<file path="config.mk">
export PLATFORM = sky130hd
export DESIGN_NAME = ddr_mem_responder
export DESIGN_NICKNAME = d
export VERILOG_FILES = /design/src/rtl/ddr_pkg.sv /design/src/rtl/ddr_bank_tracker.sv /design/src/rtl/ddr_mem_responder.sv
export SDC_FILE = /design/constraint.sdc
export NUM_CORES = 1
export LEC_CHECK = 0
export BUFFER_PORTS_ARGS = -buffer_cell sky130_fd_sc_hd__buf_2
export CAP_MARGIN = 20
export CORE_UTILIZATION = 45
export CTS_BUF_LIST = sky130_fd_sc_hd__clkbuf_4
export DETAILED_ROUTE_END_ITERATION = 8
export MAX_ROUTING_LAYER = met4
export PLACE_DENSITY = 0.66
export SYNTH_ARGS = -nofsm -noshare
export SYNTH_HDL_FRONTEND = slang
export SYNTH_HIERARCHICAL = 1
export SYNTH_SLANG_ARGS = --single-unit
</file>
<file path="constraint.sdc">
create_clock -name CK_t -period 3.77 [get_ports CK_t]
set_input_delay 0 -clock CK_t [delete_from_list [all_inputs] [get_ports CK_t]]
set_output_delay 0 -clock CK_t [all_outputs]
set_load 0.05 [all_outputs]
</file>
<file path="src/rtl/ddr_pkg.sv">
// DDR command responder shared definitions.
// Timing defaults (CK cycles) and FSM state types.
package ddr_pkg;

    localparam int CL    = 11;
    localparam int CWL   = 9;
    localparam int tRCD  = 11;
    localparam int tRP   = 11;
    localparam int tRRD  = 4;
    localparam int BURST = 4;

    typedef enum logic [1:0] {
        B_IDLE,
        B_ACTIVATING,
        B_ACTIVE,
        B_PRECHARGING
    } bank_fsm_type;

    typedef enum logic [2:0] {
        D_IDLE,
        D_RD_LAT,
        D_RD_BURST,
        D_WR_LAT,
        D_WR_BURST
    } data_fsm_type;

endpackage

</file>
<file path="src/rtl/ddr_bank_tracker.sv">
// Single-bank state tracker: open/closed state, row, tRCD/tRP timer.
// Reports per-command legality; the top level keeps the sticky errors.
module ddr_bank_tracker
    import ddr_pkg::*;
#(
    parameter int P_TRCD = tRCD,
    parameter int P_TRP  = tRP
) (
    input  logic        i_clk,
    input  logic        i_rst_n,
    input  logic        i_act,
    input  logic        i_pre,
    input  logic        i_rw,
    input  logic [14:0] i_row,
    output logic        o_open,
    output logic [14:0] o_row,
    output logic        o_rw_ok,
    output logic        o_err_act_open,
    output logic        o_err_trp,
    output logic        o_err_trcd,
    output logic        o_err_closed
);

    localparam logic [4:0] LP_TRCD = 5'(P_TRCD - 1);
    localparam logic [4:0] LP_TRP  = 5'(P_TRP - 1);

    bank_fsm_type r_state;
    bank_fsm_type w_state_nxt;
    bank_fsm_type w_eff;
    logic [4:0]   r_timer;
    logic [4:0]   w_timer_nxt;
    logic [14:0]  r_row;
    logic [14:0]  w_row_nxt;

    // Bank state, timer and row registers
    always_ff @(posedge i_clk) begin
        if (!i_rst_n) begin
            r_state <= B_IDLE;
            r_timer <= '0;
            r_row   <= '0;
        end else begin
            r_state <= w_state_nxt;
            r_timer <= w_timer_nxt;
            r_row   <= w_row_nxt;
        end
    end

    // Resolve timer expiry first, then apply this cycle's command
    always_comb begin
        w_eff = r_state;
        if (r_timer == '0) begin
            if (r_state == B_ACTIVATING) begin
                w_eff = B_ACTIVE;
            end else if (r_state == B_PRECHARGING) begin
                w_eff = B_IDLE;
            end
        end
        w_state_nxt    = w_eff;
        w_timer_nxt    = (r_timer == '0) ? '0 : r_timer - 5'd1;
        w_row_nxt      = r_row;
        o_rw_ok        = 1'b0;
        o_err_act_open = 1'b0;
        o_err_trp      = 1'b0;
        o_err_trcd     = 1'b0;
        o_err_closed   = 1'b0;
        if (i_act) begin
            unique case (w_eff)
                B_IDLE: begin
                    w_state_nxt = B_ACTIVATING;
                    w_timer_nxt = LP_TRCD;
                    w_row_nxt   = i_row;
                end
                B_PRECHARGING: o_err_trp = 1'b1;
                default:       o_err_act_open = 1'b1;
            endcase
        end
        if (i_pre) begin
            if (w_eff == B_ACTIVE || w_eff == B_ACTIVATING) begin
                w_state_nxt = B_PRECHARGING;
                w_timer_nxt = LP_TRP;
            end
        end
        if (i_rw) begin
            unique case (w_eff)
                B_ACTIVE:     o_rw_ok = 1'b1;
                B_ACTIVATING: o_err_trcd = 1'b1;
                default:      o_err_closed = 1'b1;
            endcase
        end
    end

    assign o_open = (r_state == B_ACTIVATING) || (r_state == B_ACTIVE);
    assign o_row  = r_row;

endmodule

</file>
<file path="src/rtl/ddr_mem_responder.sv">
// DDR4-style command responder: decode, 16 bank trackers, tRRD check,
// read/write data-window FSM and sticky protocol error flags.
module ddr_mem_responder #(
    parameter int CL    = ddr_pkg::CL,
    parameter int CWL   = ddr_pkg::CWL,
    parameter int tRCD  = ddr_pkg::tRCD,
    parameter int tRP   = ddr_pkg::tRP,
    parameter int tRRD  = ddr_pkg::tRRD,
    parameter int BURST = ddr_pkg::BURST
) (
    input  logic             CK_t,
    input  logic             reset_n,
    input  logic             cs_n,
    input  logic             act_n,
    input  logic             ras_n,
    input  logic             cas_n,
    input  logic             we_n,
    input  logic [1:0]       bg_addr,
    input  logic [1:0]       ba_addr,
    input  logic [14:0]      addr,
    output logic             rd_valid,
    output logic             wr_capture,
    output logic [9:0]       rd_col,
    output logic [9:0]       wr_col,
    output logic [15:0]      bank_open,
    output logic [15:0][14:0] open_row,
    output logic [5:0]       err
);
    import ddr_pkg::*;

    localparam logic [4:0] LP_CL    = 5'(CL - 2);
    localparam logic [4:0] LP_CWL   = 5'(CWL - 2);
    localparam logic [4:0] LP_BURST = 5'(BURST - 1);
    localparam logic [4:0] LP_TRRD  = 5'(tRRD);

    logic [3:0]   w_bank;
    logic         w_act, w_pre, w_rd, w_wr;
    logic [15:0]  w_rw_ok, w_e_act_open, w_e_trp, w_e_trcd, w_e_closed;
    logic         w_bank_ok, w_rrd_viol, w_overlap, w_free, w_last;
    logic         w_rd_go, w_wr_go;
    logic [5:0]   w_err_set;
    data_fsm_type r_dstate, w_dstate_nxt;
    logic [4:0]   r_dcnt, w_dcnt_nxt;
    logic [4:0]   r_rrd;
    logic [9:0]   r_rd_col, r_wr_col;
    logic [5:0]   r_err;

    assign w_bank = {bg_addr, ba_addr};
    assign w_act  = !cs_n && !act_n;
    assign w_pre  = !cs_n && act_n && ({ras_n, cas_n, we_n} == 3'b010);
    assign w_rd   = !cs_n && act_n && ({ras_n, cas_n, we_n} == 3'b101);
    assign w_wr   = !cs_n && act_n && ({ras_n, cas_n, we_n} == 3'b100);

    for (genvar i = 0; i < 16; i++) begin : g_bank
        localparam logic [3:0] LP_ID = 4'(i);
        ddr_bank_tracker #(
            .P_TRCD(tRCD),
            .P_TRP (tRP)
        ) u_bank (
            .i_clk         (CK_t),
            .i_rst_n       (reset_n),
            .i_act         (w_act && (w_bank == LP_ID)),
            .i_pre         (w_pre && (w_bank == LP_ID)),
            .i_rw          ((w_rd || w_wr) && (w_bank == LP_ID)),
            .i_row         (addr),
            .o_open        (bank_open[i]),
            .o_row         (open_row[i]),
            .o_rw_ok       (w_rw_ok[i]),
            .o_err_act_open(w_e_act_open[i]),
            .o_err_trp     (w_e_trp[i]),
            .o_err_trcd    (w_e_trcd[i]),
            .o_err_closed  (w_e_closed[i])
        );
    end

    assign w_bank_ok  = w_rw_ok[w_bank];
    assign w_rrd_viol = w_act && (r_rrd < LP_TRRD);

    // Data FSM next state; a command in the last beat chains seamlessly
    always_comb begin
        w_dstate_nxt = r_dstate;
        w_dcnt_nxt   = (r_dcnt == '0) ? '0 : r_dcnt - 5'd1;
        w_last       = 1'b0;
        unique case (r_dstate)
            D_IDLE: ;
            D_RD_LAT: if (r_dcnt == '0) begin
                w_dstate_nxt = D_RD_BURST;
                w_dcnt_nxt   = LP_BURST;
            end
            D_RD_BURST: if (r_dcnt == '0) begin
                w_dstate_nxt = D_IDLE;
                w_last       = 1'b1;
            end
            D_WR_LAT: if (r_dcnt == '0) begin
                w_dstate_nxt = D_WR_BURST;
                w_dcnt_nxt   = LP_BURST;
            end
            D_WR_BURST: if (r_dcnt == '0) begin
                w_dstate_nxt = D_IDLE;
                w_last       = 1'b1;
            end
            default: w_dstate_nxt = D_IDLE;
        endcase
        w_free    = (r_dstate == D_IDLE) || w_last;
        w_rd_go   = w_rd && w_bank_ok && w_free;
        w_wr_go   = w_wr && w_bank_ok && w_free;
        w_overlap = (w_rd || w_wr) && w_bank_ok && !w_free;
        if (w_rd_go) begin
            w_dstate_nxt = D_RD_LAT;
            w_dcnt_nxt   = LP_CL;
        end
        if (w_wr_go) begin
            w_dstate_nxt = D_WR_LAT;
            w_dcnt_nxt   = LP_CWL;
        end
    end

    assign w_err_set = {w_overlap, |w_e_trp, |w_e_trcd,
                        w_rrd_viol, |w_e_closed, |w_e_act_open};

    // Data FSM, burst columns, tRRD counter and sticky errors
    always_ff @(posedge CK_t) begin
        if (!reset_n) begin
            r_dstate <= D_IDLE;
            r_dcnt   <= '0;
            r_rd_col <= '0;
            r_wr_col <= '0;
            r_rrd    <= 5'd31;
            r_err    <= '0;
        end else begin
            r_dstate <= w_dstate_nxt;
            r_dcnt   <= w_dcnt_nxt;
            if (w_rd_go) r_rd_col <= addr[9:0];
            if (w_wr_go) r_wr_col <= addr[9:0];
            if (w_act) begin
                r_rrd <= 5'd1;
            end else if (r_rrd != 5'd31) begin
                r_rrd <= r_rrd + 5'd1;
            end
            r_err <= r_err | w_err_set;
        end
    end

    assign rd_valid   = (r_dstate == D_RD_BURST);
    assign wr_capture = (r_dstate == D_WR_BURST);
    assign rd_col     = r_rd_col;
    assign wr_col     = r_wr_col;
    assign err        = r_err;

endmodule

</file>
==> reports/qor.csv <==
metric,value,unit
status,"complete, no violations",
Async SR Flop Fraction,0,%
routed len/inst,17.2,um
worst path bufs/invs,1,
Post-CTS Setup Inserts,0,
port bufs,309,
total routing usage reported by global routing,24.7,%
final hold violation count,0,
clock-pin slew on the worst setup and hold paths,0.06,ns
CTS tree,built,
multiplexer share of the synthesized area,17.7,%
WHS,0.112,ns
CP max stage delay,0.65,ns
largest net degree at the start of global routing,177,
initial antenna violation count,2,
Die Footprint,0.0434,sq mm
largest family of logic cells by synthesized area,simple AND/OR/NAND/NOR gates,
Vias,16100,
final instance area,0.0222,sq mm
placed wire-length estimate,35100,um
layout cell share with drive strength beyond 1,20.9,%
number of global-route vias before repair,15500,
Ports,310,
Leakage,11.5,nW
Tcrit/Tclk final,84.3,%
hold-critical path endpoint,err[1]$_SDFF_PN0_,
reg2reg path depth,10,
power per standard cell area,643,mW/mm^2
Via-to-Cell Ratio,5.22,
Post-Synth XOR/XNOR Area,2.43,%
crit end category,register,
synthesized area,0.0191,sq mm
final setup violation count,0,
Post-Route WL,53100,um
worst hold path cell count,7,
reported max-cap violation count,0,
Setup TNS,0,ns
Slew HR,31.1,%
syn_nets,2225,
insertion delay to the later sink of the worst-skew pair,0.85,ns
clk_skew,0.0467,ns
Synth Area in Adders,2.35,%
syn_area_per_cell,8.84,sq um
placed cell areas,0.0204,sq mm
cells after synthesis,2164,
Crit path required time,4.51,ns
Synth Register Bits,391,
Clock Path Buffers,3,
CP Class,register to register,
DRC marker count from the first detailed-route iteration,989,
crit start category,register,
initial core utilization,45.6,%
H-tree Lvls,3,
CP startpoint,g_bank[11].u_bank/r_timer[0]$_SDFF_PN0_,
"Max FO, Critical Path",12,
Top Layer Used,met4,
unrepaired setup endpoints after global routing,false,
DR WL met3,3060,um
# clock sinks,391,
Die W,208,um
fin nets,2514,
GR Overflow Total,0,
compound-gate portion of the synthesized area,7.43,%
Post-Synth Simple-Gate Area,22.3,%
max-slew violations,0,
final antenna-violating net count,0,
Worst R2R Start,g_bank[11].u_bank/r_timer[0]$_SDFF_PN0_,
yosys warns,6,
TritonCTS buffer count,108,
top_reg_cell synth,dfxtp_1,
Max Fclk,315,MHz
worst min path class,input pin to register,
"EDFF count, synth",0,
post-layout minimum cycle time,3.18,ns
CTS hold repair buffers,26,
clock root cell,clkbuf_4,
Slew @ Worst Pin,1.01,ns
flop2flop setup slack,0.59,ns
sequential fraction of the synthesis area,40.9,%
Die Y,208,um
DRC Markers,0,
worst r2r dst,wr_col[6]$_SDFFE_PN0P_,
core area,0.0419,sq mm
Area Overhead vs Synth,15.8,%
met2 routed WL,26100,um
synth unique cells,50,
post-cts resize count,0,
met1 WL,22200,um
Placer Congestion,0.852,
min-delay src,ras_n,
"Largest delay share family, worst path",simple AND/OR/NAND/NOR gates,
crit-path cells,inv_1 > ha_1 > or4b_4 > and3_1 > o21a_1 > mux2i_1 > a22oi_1 > and3_1 > o21ai_2 > mux2i_1,
"Max stage delay cell, worst path",o21ai_2,
first-pass GRT wire length,82300,um
Layout fillers,3914,
First-pass DRT Iterations,5,
worst ir drop on vdd,0.241,mV
row count,75,
"Arr. time, crit path",3.92,ns
worst min-delay path, delay by kind of cell:
family                 cells  cell delay, ns
and+or+nand+nor            5            0.58
buffers and inverters      2            0.33
per-stage QoR:
stage | power (mW) | instances | setup slack [ns] | utilization [%]
CTS | 14.4 | 3078 | 0.581 | 52.8
finish | 14.2 | 3080 | 0.592 | 52.8
floorplan | 9.55 | 2164 | 1.05 | -
global route | 15.2 | 3080 | 0.430 | 52.8
detailed placement | 10.2 | 2856 | 0.608 | 48.7
global placement | 10.1 | 2856 | 0.720 | 48.7
flip-flops by register name (all words and copies together), names as in the netlist:
register and cells:
r_dcnt 5, g_bank.u_bank/r_state 32, rd_col 10, err 6, wr_col 10, g_bank.u_bank/r_timer 80
r_dstate 3, g_bank.u_bank/o_row 240, r_rrd 5
cells in the mapped netlist, drive strengths merged (2+ instances only):
master | count | area, sq um
a211oi | 19 | 143
a21oi | 51 | 255
a22oi | 3 | 22.5
a31oi | 16 | 100
and2 | 33 | 206
and3 | 19 | 119
and4 | 32 | 280
buf | 36 | 533
clkbuf | 126 | 474
dfxtp | 391 | 7830
ha | 35 | 438
inv | 83 | 312
mux2i | 318 | 3380
nand2 | 557 | 2090
nand2b | 2 | 12.5
nand3 | 11 | 55.1
nand3b | 16 | 120
nand4 | 5 | 31.3
nor2 | 133 | 507
nor2b | 38 | 238
nor3 | 19 | 100
nor3b | 18 | 135
nor4 | 16 | 100
nor4b | 2 | 17.5
o2111ai | 16 | 140
o211a | 32 | 320
o21a | 18 | 135
o21ai | 22 | 114
o22ai | 2 | 12.5
o31ai | 16 | 120
or4b | 17 | 230
xnor2 | 49 | 429
xor2 | 4 | 35.0
layout make-up:
class                           instances  area, sq um  share of cell area [%]
Antenna cell                            2         5.00                  0.0226
Clock buffer                          157         1180                    5.32
Clock inverter                         39          275                    1.24
Inverter                               84          315                    1.42
Multi-Input combinational cell       1527         9990                    45.1
Sequential cell                       391         7830                    35.3
Tap cell                              539          674                    3.04
Timing Repair Buffer                  341         1900                    8.57
worst max path at each step:
stage | end | slack (ns) | cells after the start
after floorplan | rd_col[2]$_SDFFE_PN0P_ | 1.05 | 13
after global placement | wr_col[6]$_SDFFE_PN0P_ | 0.72 | 10
after detailed placement | wr_col[6]$_SDFFE_PN0P_ | 0.61 | 10
after CTS | wr_col[6]$_SDFFE_PN0P_ | 0.58 | 10
after global routing | wr_col[6]$_SDFFE_PN0P_ | 0.43 | 10
final | wr_col[6]$_SDFFE_PN0P_ | 0.59 | 10
power by group:
part	total, mW	switching [mW]	internal (mW)
clock network	4.03	1.85	2.19
logic	4.87	3.00	1.87
registers	5.34	0.667	4.67
cell usage in the layout, fill, tap and decap left out, types with 21 or more instances in the layout:
cell type and instances:
dfxtp_1 391, o21ai_0 21, nor2_1 132, mux2i_1 302, clkinv_1 21, clkbuf_4 157, inv_1 83, nor2b_1 38
nand2_1 557, a21oi_1 51, dlygate4sd3_1 26, and2_1 33, xnor2_1 49, buf_2 308, o211a_1 32, and4_1 32
ha_1 35
per-layer routing:
layer / global-route usage [%] / vias up
met4: 11.6 / 0
met3: 5.65 / 105
met2: 40.6 / 412
met1: 28.5 / 7654
met5: - / -
li1: - / 7908
logic make-up after synthesis:
group	after synthesis
muxes	318
and+or+nand+nor	921
DFF	391
adders and majority gates	36
xor gates and xnor gates	53
buffers and inverters	246
AOI/OAI and AO/OA	199
Note: power is estimated with default switching activity, not from simulation.
